`src/rtl/lsu_pkg.sv`:
```
// Shared load/store unit definitions: funct3 encodings, FSM states,
// access-size decode and store lane helpers.
package lsu_pkg;

    localparam int LSU_DW = 32;

    localparam logic [2:0] LSU_LB  = 3'b000;
    localparam logic [2:0] LSU_LH  = 3'b001;
    localparam logic [2:0] LSU_LW  = 3'b010;
    localparam logic [2:0] LSU_LBU = 3'b100;
    localparam logic [2:0] LSU_LHU = 3'b101;
    localparam logic [2:0] LSU_SB  = 3'b000;
    localparam logic [2:0] LSU_SH  = 3'b001;
    localparam logic [2:0] LSU_SW  = 3'b010;

    typedef enum logic [1:0] {
        LSU_IDLE  = 2'd0,
        LSU_ISSUE = 2'd1,
        LSU_WAIT  = 2'd2,
        LSU_RESP  = 2'd3
    } lsu_state_t;

    typedef enum logic [1:0] {
        SZ_B = 2'd0,
        SZ_H = 2'd1,
        SZ_W = 2'd2
    } lsu_size_t;

    // Unsigned loads have no store counterpart.
    function automatic logic lsu_legal(input logic we,
                                       input logic [2:0] f3);
        logic ok;
        case (f3)
            LSU_LB, LSU_LH, LSU_LW: ok = 1'b1;
            LSU_LBU, LSU_LHU:       ok = !we;
            default:                ok = 1'b0;
        endcase
        return ok;
    endfunction

    // Only meaningful for legal encodings.
    function automatic lsu_size_t lsu_size(input logic [2:0] f3);
        lsu_size_t s;
        case (f3[1:0])
            2'b00:   s = SZ_B;
            2'b01:   s = SZ_H;
            default: s = SZ_W;
        endcase
        return s;
    endfunction

    function automatic logic lsu_misaligned(input lsu_size_t s,
                                            input logic [1:0] off);
        logic m;
        case (s)
            SZ_H:    m = off[0];
            SZ_W:    m = |off;
            default: m = 1'b0;
        endcase
        return m;
    endfunction

    function automatic logic [3:0] lsu_wmask(input lsu_size_t s,
                                             input logic [1:0] off);
        logic [3:0] m;
        case (s)
            SZ_B:    m = 4'b0001 << off;
            SZ_H:    m = 4'b0011 << {off[1], 1'b0};
            default: m = 4'b1111;
        endcase
        return m;
    endfunction

    // Replicate the store operand across every lane it could land in.
    function automatic logic [31:0] lsu_wlanes(input lsu_size_t s,
                                               input logic [31:0] d);
        logic [31:0] r;
        case (s)
            SZ_B:    r = {4{d[7:0]}};
            SZ_H:    r = {2{d[15:0]}};
            default: r = d;
        endcase
        return r;
    endfunction

endpackage

```
`src/rtl/lsu_load_align.sv`:
```
// Load data aligner: shifts the read word down by the byte offset and
// sign/zero-extends per funct3. Ports: rdata, offset, funct3 -> data.
module lsu_load_align
    import lsu_pkg::*;
(
    input  logic [LSU_DW-1:0] rdata,
    input  logic [1:0]        offset,
    input  logic [2:0]        funct3,
    output logic [LSU_DW-1:0] data
);

    logic [LSU_DW-1:0] sh;

    always_comb begin
        sh = rdata >> {offset, 3'b000};
        unique case (funct3)
            LSU_LB:  data = {{24{sh[7]}}, sh[7:0]};
            LSU_LH:  data = {{16{sh[15]}}, sh[15:0]};
            LSU_LBU: data = {24'd0, sh[7:0]};
            LSU_LHU: data = {16'd0, sh[15:0]};
            default: data = sh;
        endcase
    end

endmodule

```
`src/rtl/lsu.sv`:
```
// Load/store unit: one word-aligned memory access in flight, valid/ready
// request side, one-cycle response pulse with extended load data.
// Ports: req_* from execute, mem_* to data memory, resp_* to writeback,
// busy stalls the pipeline. Macro LSU_MISALIGN_TRAP_EN enables faults
// on misaligned/illegal accesses; otherwise offending low address bits
// are cleared and illegal funct3 executes as a word access.
module lsu
    import lsu_pkg::*;
#(
    parameter int DWIDTH = 32
) (
    input  logic              clk,
    input  logic              rst,
    input  logic              req_valid,
    output logic              req_ready,
    input  logic              req_we,
    input  logic [2:0]        req_funct3,
    input  logic [DWIDTH-1:0] req_addr,
    input  logic [DWIDTH-1:0] req_wdata,
    input  logic [4:0]        req_rd,
    output logic              mem_req_valid,
    input  logic              mem_req_ready,
    output logic [DWIDTH-1:0] mem_addr,
    output logic              mem_we,
    output logic [3:0]        mem_wmask,
    output logic [DWIDTH-1:0] mem_wdata,
    input  logic              mem_rsp_valid,
    input  logic [DWIDTH-1:0] mem_rdata,
    output logic              resp_valid,
    output logic [DWIDTH-1:0] resp_data,
    output logic [4:0]        resp_rd,
    output logic              resp_fault,
    output logic              busy
);

    lsu_state_t        state;
    logic              we_q;
    logic [2:0]        f3_q;
    logic [1:0]        off_q;
    logic [DWIDTH-1:0] ld_data;

    logic              legal;
    logic              fault;
    lsu_size_t         size;
    logic [2:0]        f3n;
    logic [DWIDTH-1:0] addrn;
    logic              accept;

    assign accept = req_valid && req_ready;

    // Normalise the incoming request before it is latched.
    always_comb begin
        legal = lsu_legal(req_we, req_funct3);
`ifdef LSU_MISALIGN_TRAP_EN
        f3n   = req_funct3;
        size  = lsu_size(f3n);
        addrn = req_addr;
        fault = !legal || lsu_misaligned(size, req_addr[1:0]);
`else
        f3n   = legal ? req_funct3 : (req_we ? LSU_SW : LSU_LW);
        size  = lsu_size(f3n);
        addrn = req_addr;
        case (size)
            SZ_H:    addrn[0]   = 1'b0;
            SZ_W:    addrn[1:0] = 2'b00;
            default: addrn      = req_addr;
        endcase
        fault = 1'b0;
`endif
    end

    lsu_load_align u_align (
        .rdata  (mem_rdata),
        .offset (off_q),
        .funct3 (f3_q),
        .data   (ld_data)
    );

`ifdef LSU_MISALIGN_TRAP_EN
    logic fault_q;
    assign resp_fault = fault_q;
`else
    assign resp_fault = 1'b0;
`endif

    always_ff @(posedge clk or posedge rst) begin
        if (rst) begin
            state         <= LSU_IDLE;
            req_ready     <= 1'b0;
            busy          <= 1'b0;
            mem_req_valid <= 1'b0;
            mem_addr      <= '0;
            mem_we        <= 1'b0;
            mem_wmask     <= 4'b0000;
            mem_wdata     <= '0;
            resp_valid    <= 1'b0;
            resp_data     <= '0;
            resp_rd       <= 5'd0;
            we_q          <= 1'b0;
            f3_q          <= 3'b000;
            off_q         <= 2'b00;
`ifdef LSU_MISALIGN_TRAP_EN
            fault_q       <= 1'b0;
`endif
        end else begin
            unique case (state)
                LSU_IDLE: begin
                    req_ready <= 1'b1;
                    if (accept) begin
                        req_ready <= 1'b0;
                        busy      <= 1'b1;
                        we_q      <= req_we;
                        f3_q      <= f3n;
                        off_q     <= addrn[1:0];
                        resp_rd   <= req_rd;
                        resp_data <= '0;
                        if (fault) begin
                            // Trapped access skips memory entirely.
                            state      <= LSU_RESP;
                            resp_valid <= 1'b1;
`ifdef LSU_MISALIGN_TRAP_EN
                            fault_q    <= 1'b1;
`endif
                        end else begin
                            state         <= LSU_ISSUE;
                            mem_req_valid <= 1'b1;
                            mem_addr      <= {addrn[DWIDTH-1:2], 2'b00};
                            mem_we        <= req_we;
                            if (req_we) begin
                                mem_wmask <= lsu_wmask(size, addrn[1:0]);
                                mem_wdata <= lsu_wlanes(size, req_wdata);
                            end else begin
                                mem_wmask <= 4'b0000;
                                mem_wdata <= '0;
                            end
                        end
                    end
                end
                LSU_ISSUE: begin
                    if (mem_req_ready) begin
                        mem_req_valid <= 1'b0;
                        if (we_q) begin
                            state      <= LSU_RESP;
                            resp_valid <= 1'b1;
                        end else begin
                            state <= LSU_WAIT;
                        end
                    end
                end
                LSU_WAIT: begin
                    if (mem_rsp_valid) begin
                        state      <= LSU_RESP;
                        resp_valid <= 1'b1;
                        resp_data  <= ld_data;
                    end
                end
                LSU_RESP: begin
                    state      <= LSU_IDLE;
                    resp_valid <= 1'b0;
                    busy       <= 1'b0;
                    req_ready  <= 1'b1;
`ifdef LSU_MISALIGN_TRAP_EN
                    fault_q    <= 1'b0;
`endif
                end
                default: state <= LSU_IDLE;
            endcase
        end
    end

endmodule
```
`config.mk`:
```
export PLATFORM = sky130hd
export DESIGN_NAME = lsu
export DESIGN_NICKNAME = d
export VERILOG_FILES = /design/src/rtl/lsu_pkg.sv /design/src/rtl/lsu_load_align.sv /design/src/rtl/lsu.sv
export SDC_FILE = /design/constraint.sdc
export NUM_CORES = 1
export LEC_CHECK = 0
export ABC_AREA = 0
export CORE_ASPECT_RATIO = 1.75
export CORE_UTILIZATION = 40
export DETAILED_ROUTE_END_ITERATION = 8
export PLACE_DENSITY = 0.83
export SYNTH_ARGS = -nofsm -noshare
export SYNTH_HDL_FRONTEND = slang
export SYNTH_SLANG_ARGS = --single-unit
export TNS_END_PERCENT = 30
```
`constraint.sdc`:
```
create_clock -name clk -period 11.1 [get_ports clk]
set_input_delay 2.22 -clock clk [delete_from_list [all_inputs] [get_ports clk]]
set_output_delay 2.22 -clock clk [all_outputs]
set_load 0.02 [all_outputs]
```
==> impl.org, run 1 <==
** Clock tree
- For this design, the CTS-stage hold fixing added 0 buffers.
- Total number of clock tree sinks :: 115
- CTS-repair resized insts :: 0
- Clock transition at the registers of the reported paths :: 0.06 ns
- For the worst-skew pair, the clock arrives at the later sink with an insertion delay of between 0.4 and 0.5 ns.
- Buffers inserted during clock tree synthesis total 17.
- Clock root buffer :: sky130_fd_sc_hd__clkbuf_16
- Counting along the longest clock path gives a buffer depth of 2.
- Htree depth :: 4
- Number of post-CTS setup repair buffers :: 0
- TritonCTS built the clock tree.

** Cells and area
- In the final layout, the share of cells above drive strength 1 is 0.0862.
- After routing the design area is around 0.008 mm².
- Once layout is complete, the utilization of the core stands at 0.629.
- The finished layout holds ~900 standard cells, fillers aside.
- Counting the fill cells in the layout gives about 1100.
- Register cell area after layout :: between 0.002 and 0.003 mm²
- Summing all multi-input logic gate instances after layout gives 0.00227 mm².
- After the last flow step, the layout net total stands at between 800 and 900.
- Relative to the synthesized area, the layout overhead comes to 52.8%.

** Synthesis
- A synthesized cell averages 9.88 µm².
- Synthesized instance count :: 539
- Part of the Yosys area used for sequential elements :: 0.540
- Number of synthesized flops with an enable pin :: 0
- The biggest area contributor in the post-synthesis netlist is sky130_fd_sc_hd__dfrtp_1.
- After synthesis the cells add up to roughly 0.0053 mm².
- The most used flip-flop cell after synthesis is sky130_fd_sc_hd__dfrtp_1.
- Yosys warnings :: 0
- Counting flops and latches in the post-synthesis netlist gives 115.
- Async set-or-reset flop fraction in the synthesized netlist :: 1.00
- Fraction of synthesized cell area taken by the top area cell type :: 0.540
- The synthesized netlist contains 42 unique library cells.
- Ranking of synthesized cells by area :: sky130_fd_sc_hd__dfrtp_1 (54%), sky130_fd_sc_hd__nand2_1 (11%), sky130_fd_sc_hd__mux2i_1 (4.3%)

** Routing
- After the first detailed-routing iteration, the DRC count stood at 344.
- Before antenna repair, the detailed router went through 5 iterations.
- The final layout contains routed wiring with a total length of 16800 µm.
- In the routed layout, each cell is associated on average with a via count of 5.32.
- Once detail routing completed, the nets flagged for antenna violations numbered 0.
- After detailed routing, the number of remaining DRC violations is 0.
- Vias post-DR :: 4923
- In the final routed layout, each cell accounts on average for 18.2 µm.

** Placed design
- Instance area after placement :: about 0.0076 mm²
- Cell count after placement :: 893
- Dpl ws :: approximately 6.5 ns
- During placement, the flow inserted port buffers numbering 217.
- Routability-driven placement finished with a final weighted congestion of 0.875.
- After legalization and detailed placement, the total HPWL measured 12500 µm.

** Power
- VDD sags by at most 0.115 mV.
- Power Total :: 2.27 mW
- Total leakage power :: 3.61 nW
- Dividing total power by cell area gives a power density of 278 mW/mm².

** Timing
- Setup Total Neg Slack :: 0 ns
- Worst slew pin tran :: a little over 1 ns
- The number of pins exceeding their max-slew limit in the final report came to 0.
- Setup slack after layout :: 6.95 ns
- Fin Hold WS :: 0.474 ns
- In the finished design, the share of the clock period the worst path needs comes to 0.374.
- Worst slew margin relative to its limit :: 0.327
- Setup violations remaining at the end of the flow were counted as 0.
- The final hold violation count came to 0.
- Highest clock frequency the design can meet :: 241 MHz
- Largest clock skew in the final design :: 0.00591 ns
- The smallest clock period supported by the final layout is computed as slightly above 4 ns.
- Setup repair after global routing left no endpoint under its margin.

** Job
- Max-cap violations in this run came to 0.

** Die
- The floorplan has 55 rows.
- Pin placement for this block handled 221 I/O pins.
- Area of the die :: around 0.014 mm²
- In this run the standard cell core region covers between 0.01 and 0.015 mm².
- The die is 89.2 µm wide.
- Starting Density :: 0.412
- Measured along the y axis, the die boundary spans 155 µm.

** Worst setup path
- Critical path fanouts, max :: 20
- The largest single stage delay on the critical path is 0.89 ns.
- Broken down by cell family, the worst path's largest delay share belongs to compound AO/OA/AOI/OAI gates.
- Crit path depth :: 4
- WP buf/inv :: 1
- Category of the worst setup path launch point :: primary input
- Worst-path cell chain :: clkdlybuf4s50_1, a21o_1, o21ai_0, o31ai_1
- The setup path with the least slack is of type primary input to flip-flop.
- CP max-delay cell :: sky130_fd_sc_hd__clkdlybuf4s50_1
- The worst setup path is captured at a flip-flop.
- STA puts the critical path data arrival time at ~4.5 ns.
- At the worst endpoint, the required time is 11.39 ns.
- The worst register-to-register path has a depth of 6.

** Global routing
- Sum of overflow across all layers after global routing :: 0
- Largest net degree at the start of global routing :: 96
- The number of antenna violations at the first check in global routing came to 1.
- Across every metal layer, demand over resource in global routing totals 0.249.
- Global-route wire length before repair :: 25700 µm
- The number of global-route vias before repair was 5166.

** Min path
- Type of the worst min-delay path :: flip-flop to flip-flop
- The worst hold path was traced through 2 stages.

** Status
- Result of the run :: completed
[power by group]
group,internal [mW],switching (mW),total [mW]
Sequential,0.590,0.126,0.717
Combinational,0.478,0.562,1.04
Clock,0.308,0.201,0.510
[cell type report]
| class | count | share of cell area |
|---|---|---|
| flip-flops and latches | 115 | 0.353 |
| multi-input cells | 382 | 0.279 |
| repair buffers | 220 | 0.270 |
| clock buffers | 17 | 0.0522 |
| well taps | 171 | 0.0263 |
| clock inverters | 15 | 0.0163 |
| inverters | 5 | 0.00261 |
| diodes | 1 | 0.000307 |
[sequential cells by signal, indices dropped and copies added, names as in the netlist]
register       cells
req_ready          1
state              2
we_q               1
mem_addr          30
off_q              2
mem_wmask          4
resp_data         32
mem_wdata         32
f3_q               3
mem_req_valid      1
resp_valid         1
busy               1
resp_rd            5
[tightest hold or removal path, cell delays in order (launching register included)]
cell and delay (ns):
sky130_fd_sc_hd__dfrtp_1 0.34, sky130_fd_sc_hd__nand2_1 0.05, sky130_fd_sc_hd__nand2_1 0.05
[synthesized netlist by cell type, types with 5 or more instances]
cell type,instances
sky130_fd_sc_hd__o21ai_0,30
sky130_fd_sc_hd__ha_1,5
sky130_fd_sc_hd__nor2_1,31
sky130_fd_sc_hd__o31ai_1,18
sky130_fd_sc_hd__dfrtp_1,115
sky130_fd_sc_hd__mux2i_1,23
sky130_fd_sc_hd__a21oi_1,19
sky130_fd_sc_hd__nand2_1,157
sky130_fd_sc_hd__a221o_1,16
sky130_fd_sc_hd__mux2_2,16
sky130_fd_sc_hd__inv_1,5
sky130_fd_sc_hd__clkbuf_1,25
sky130_fd_sc_hd__nand3b_1,8
sky130_fd_sc_hd__o2bb2ai_1,16
sky130_fd_sc_hd__nand3_1,9
[placed cells by master (no fill, tap or decap), types with 2 or more instances in the layout]
cell	instances
sky130_fd_sc_hd__a21boi_0	2
sky130_fd_sc_hd__a21o_1	2
sky130_fd_sc_hd__a21oi_1	19
sky130_fd_sc_hd__a221o_1	16
sky130_fd_sc_hd__a22o_1	4
sky130_fd_sc_hd__buf_4	3
sky130_fd_sc_hd__clkbuf_16	17
sky130_fd_sc_hd__clkdlybuf4s50_1	217
sky130_fd_sc_hd__clkinv_2	4
sky130_fd_sc_hd__clkinv_4	3
sky130_fd_sc_hd__clkinvlp_4	4
sky130_fd_sc_hd__conb_1	3
sky130_fd_sc_hd__dfrtp_1	115
sky130_fd_sc_hd__ha_1	5
sky130_fd_sc_hd__inv_1	4
sky130_fd_sc_hd__inv_6	3
sky130_fd_sc_hd__mux2_2	16
sky130_fd_sc_hd__mux2i_1	23
sky130_fd_sc_hd__nand2_1	157
sky130_fd_sc_hd__nand2b_1	2
sky130_fd_sc_hd__nand3_1	8
sky130_fd_sc_hd__nand3_4	2
sky130_fd_sc_hd__nand3b_1	8
sky130_fd_sc_hd__nor2_1	31
sky130_fd_sc_hd__nor2b_1	3
sky130_fd_sc_hd__o21ai_0	30
sky130_fd_sc_hd__o2bb2ai_1	16
sky130_fd_sc_hd__o31ai_1	18
sky130_fd_sc_hd__or2_2	2
[layer usage]
layer  global-route usage  wire length [µm]  up-vias
li1                     -                 -     2268
met1                0.236              5560     2356
met2                0.444              9070      241
met3               0.0998              1470       58
met4                0.132               747        0
met5                    0                 0        -
[path summary, 6_finish.rpt]
kind	startpoint	end	slack, ns
max reg2reg	state[0]	mem_wmask[3]	8.52
min	mem_wdata[4]	mem_wdata[4]	0.47
max	req_we	mem_wdata[25]	6.95
max in group asynchronous	rst	f3_q[1]	7.55
min reg2reg	mem_wdata[4]	mem_wdata[4]	0.47
min in group asynchronous	rst	resp_data[1]	2.19
[logic make-up after synthesis]
kind of cell / synth area share
adder cells (fa/ha/maj): 0.0117
other: 0.000704
flip-flops: 0.540
AND/OR/NAND/NOR: 0.177
buffers and inverters: 0.0376
multiplexers: 0.0813
AO/OA/AOI/OAI: 0.152
(Power assumes the default switching activity.)
==> run 2, diff against run 1 <==
==> constraint.sdc (replaced) <==
create_clock -name clk -period 4.3 [get_ports clk]
set_input_delay 0.86 -clock clk [delete_from_list [all_inputs] [get_ports clk]]
set_output_delay 0.86 -clock clk [all_outputs]
set_load 0.02 [all_outputs]
==> run 2 against run 1 <==
Via count grew 0.57%. Non-clock buffer count grew 2. Die area is the same. Clock-buffer cell count is the same. Final cell count grew 0.22%. Critical path depth is the same. Cell area is essentially flat. Routed wire length shrank 1.3%. Sequential power grew to 2.6 times the previous value. Register-to-register slack lost 6.8 ns. Highest routed layer unchanged.
==> impl.org, run 2 (same netlist as run 1, synthesis figures left out) <==
** Worst setup path
- On the critical path the largest part of the delay comes from compound AO/OA/AOI/OAI gates.
- In this run the number of cells on the critical path is 4.
- The worst setup path is launched from a primary input.
- Critical path fanouts, max :: 20
- WP buf/inv :: 1
- Crit path DAT :: 3.12 ns
- STA puts the critical path data required time at about 4.6 ns.
- CP max-delay cell :: sky130_fd_sc_hd__clkdlybuf4s50_1
- The signal on the critical path passes through clkdlybuf4s50_1, a21o_1, o21ai_0, o31ai_1.
- Counting cells, the worst reg-to-reg path comes to 4.
- Biggest cell delay along the critical path :: 0.89 ns
- By startpoint and endpoint, the worst setup path is classified as primary input to flip-flop.
- STA classifies the critical path endpoint as a flip-flop.

** Cells and area
- In the final layout, the share of cells above drive strength 1 is 0.0886.
- Leaving out fill and tap cells, the most frequent cells in the layout are sky130_fd_sc_hd__clkdlybuf4s50_1 (217), sky130_fd_sc_hd__nand2_1 (157), sky130_fd_sc_hd__dfrtp_1 (115), sky130_fd_sc_hd__nor2_1 (31), sky130_fd_sc_hd__o21ai_0 (30).
- Biggest registers after layout :: mem_wdata (32), resp_data (32), mem_addr (30)
- For this run, the post-layout net count is 858.
- The area growth from synthesis to layout is 52.9%.
- Final Util :: 0.630
- The library cell used most frequently in the layout, excluding fill and tap cells, is sky130_fd_sc_hd__clkdlybuf4s50_1.
- Finished layout cell area :: 0.00815 mm²

** Die
- Die outline height :: 155 µm
- Area of the die :: 0.0138 mm²
- For this configuration, the core starts out at a cell density of 0.412.
- The total area inside the core boundary comes to 0.0129 mm².
- The die is slightly below 90 µm wide.
- I/O pin count :: 221
- Std cell rows :: 55

** Power
- Total leakage power :: 3.61 nW
- The completed layout was analyzed and its total power is 5.79 mW.
- Power density over cell area :: 711 mW/mm²
- Largest vdd supply drop :: between 0.3 and 0.4 mV

** Placed design
- Dpl ws :: 1.05 ns
- GPL Wtd Cong :: 0.858
- In this run the cell area measured after placement is 0.00761 mm².
- Estimated wirelength of the detail-placed design :: roughly 12000 µm
- The count of buffers added on input and output ports is 217.

** Clock tree
- Clock tree synthesis found a total of around 120 sinks.
- TritonCTS buffer count :: 17
- After clock tree synthesis, the setup repair step added 0 buffers.
- The longest clock path from root to sink contains 2 buffers.
- Clock root buffer :: sky130_fd_sc_hd__clkbuf_16
- Clock tree from TritonCTS :: done
- Clock-pin slew was measured on the worst setup and hold paths at ~0.050 ns.
- For the worst-skew pair, the clock arrives at the later sink with an insertion delay of 0.41 ns.
- Count of hold-fix buffers inserted at cts :: 0
- CTS-repair resized insts :: 0
- Htree depth :: 4

** Global routing
- The number of global-route vias before repair is 5141.
- Entering global routing, the biggest net connects 92 pins.
- After global routing the overflow that remains totals 0.
- Overall track demand over capacity in global routing :: 0.246
- The first global-routing pass estimated 25700 µm of wire.
- Initial antenna violation count :: 1

** Routing
- WL/cell :: ~18 µm
- The routed layout has about 5000 vias.
- In the routed design, unresolved DRC markers number 0.
- Number of vias per cell after detailed routing :: 5.34
- Wire length reported by the detailed router :: 16600 µm
- Before antenna repair, the detailed router went through 5 iterations.
- The detail route stage leaves a number of antenna-violating nets equal to 0.
- Initial DRC count :: between 200 and 300

** Timing
- The final hold violation count is 0.
- Setup repair after global routing left no endpoint under its margin.
- Of the available clock period, the critical path in the final layout requires 0.663.
- Largest clock skew in the final design :: between 0.01 and 0.015 ns
- Worst slew pin tran :: 1.03 ns
- Max Transition Viols Final :: 0
- Derived from the worst setup path, the maximum achievable clock frequency is 351 MHz.
- In the final timing run, aggregate negative setup slack is 0 ns.
- Setup slack on the critical path of the routed design comes to ~1.4 ns.
- After layout, the minimum clock period comes to 2.85 ns.
- Setup violations remaining at the end of the flow were counted as 0.
- Worst slew margin relative to its limit :: 0.316

** Min path
- Hold Path Stages :: 2
- Type of the worst min-delay path :: flip-flop to flip-flop

** Status
- Result of the run :: completed

** Job
- The tool flagged a number of max-cap violations equal to 0.
-- run 2: cell count changes in the layout (fill, tap and decap cells not counted), sizes merged --
cell / previous run / this run
bufinv: 1 / 0
clkinvlp: 4 / 5
buf: 3 / 5
-- run 2: power breakdown --
| part | switching [mW] | internal (mW) | leakage [nW] |
|---|---|---|---|
| logic | 1.46 | 1.24 | 1.87 |
| clock network | 0.526 | 0.737 | 0.252 |
| registers | 0.305 | 1.52 | 1.49 |
-- run 2: final timing paths --
check / end / slack (ns) / startpoint
max reg2reg: resp_data[28] / 1.73 / off_q[1]
min: mem_wdata[6] / 0.47 / mem_wdata[6]
min in group asynchronous: resp_data[3] / 0.78 / rst
max in group asynchronous: mem_wdata[19] / 2.70 / rst
max: mem_wdata[12] / 1.45 / req_we
min reg2reg: mem_wdata[6] / 0.47 / mem_wdata[6]
-- run 2: metal layers --
layer	track usage	share of wire	routed length (µm)	vias to the layer above
met2	0.441	0.54	8940	229
met5	0	0	0	-
met1	0.255	0.34	5690	2423
li1	-	-	-	2264
met4	0.104	0.030	498	0
met3	0.0806	0.090	1500	35
-- run 2: worst min-delay path, cell delays in order (launching register included) --
cell	delay, ns
sky130_fd_sc_hd__dfrtp_1	0.34
sky130_fd_sc_hd__nand2_1	0.05
sky130_fd_sc_hd__nand2_1	0.05
-- run 2: cell type report --
class / instances / area (µm²)
diodes: 1 / 2.50
clock buffers: 17 / 425
clock inverters: 15 / 110
fillers: 1068 / 4790
inverters: 5 / 21.3
multi-input cells: 382 / 2270
flip-flops and latches: 115 / 2880
well taps: 171 / 214
repair buffers: 222 / 2220
-- run 2: per-stage QoR --
step / hold slack [ns] / instances
2_1_floorplan: 0.505 / 541
5_1_grt: 0.496 / 928
4_1_cts: 0.472 / 927
3_3_place_gp: 0.457 / 895
3_5_place_dp: 0.459 / 895
6_report: 0.468 / 928
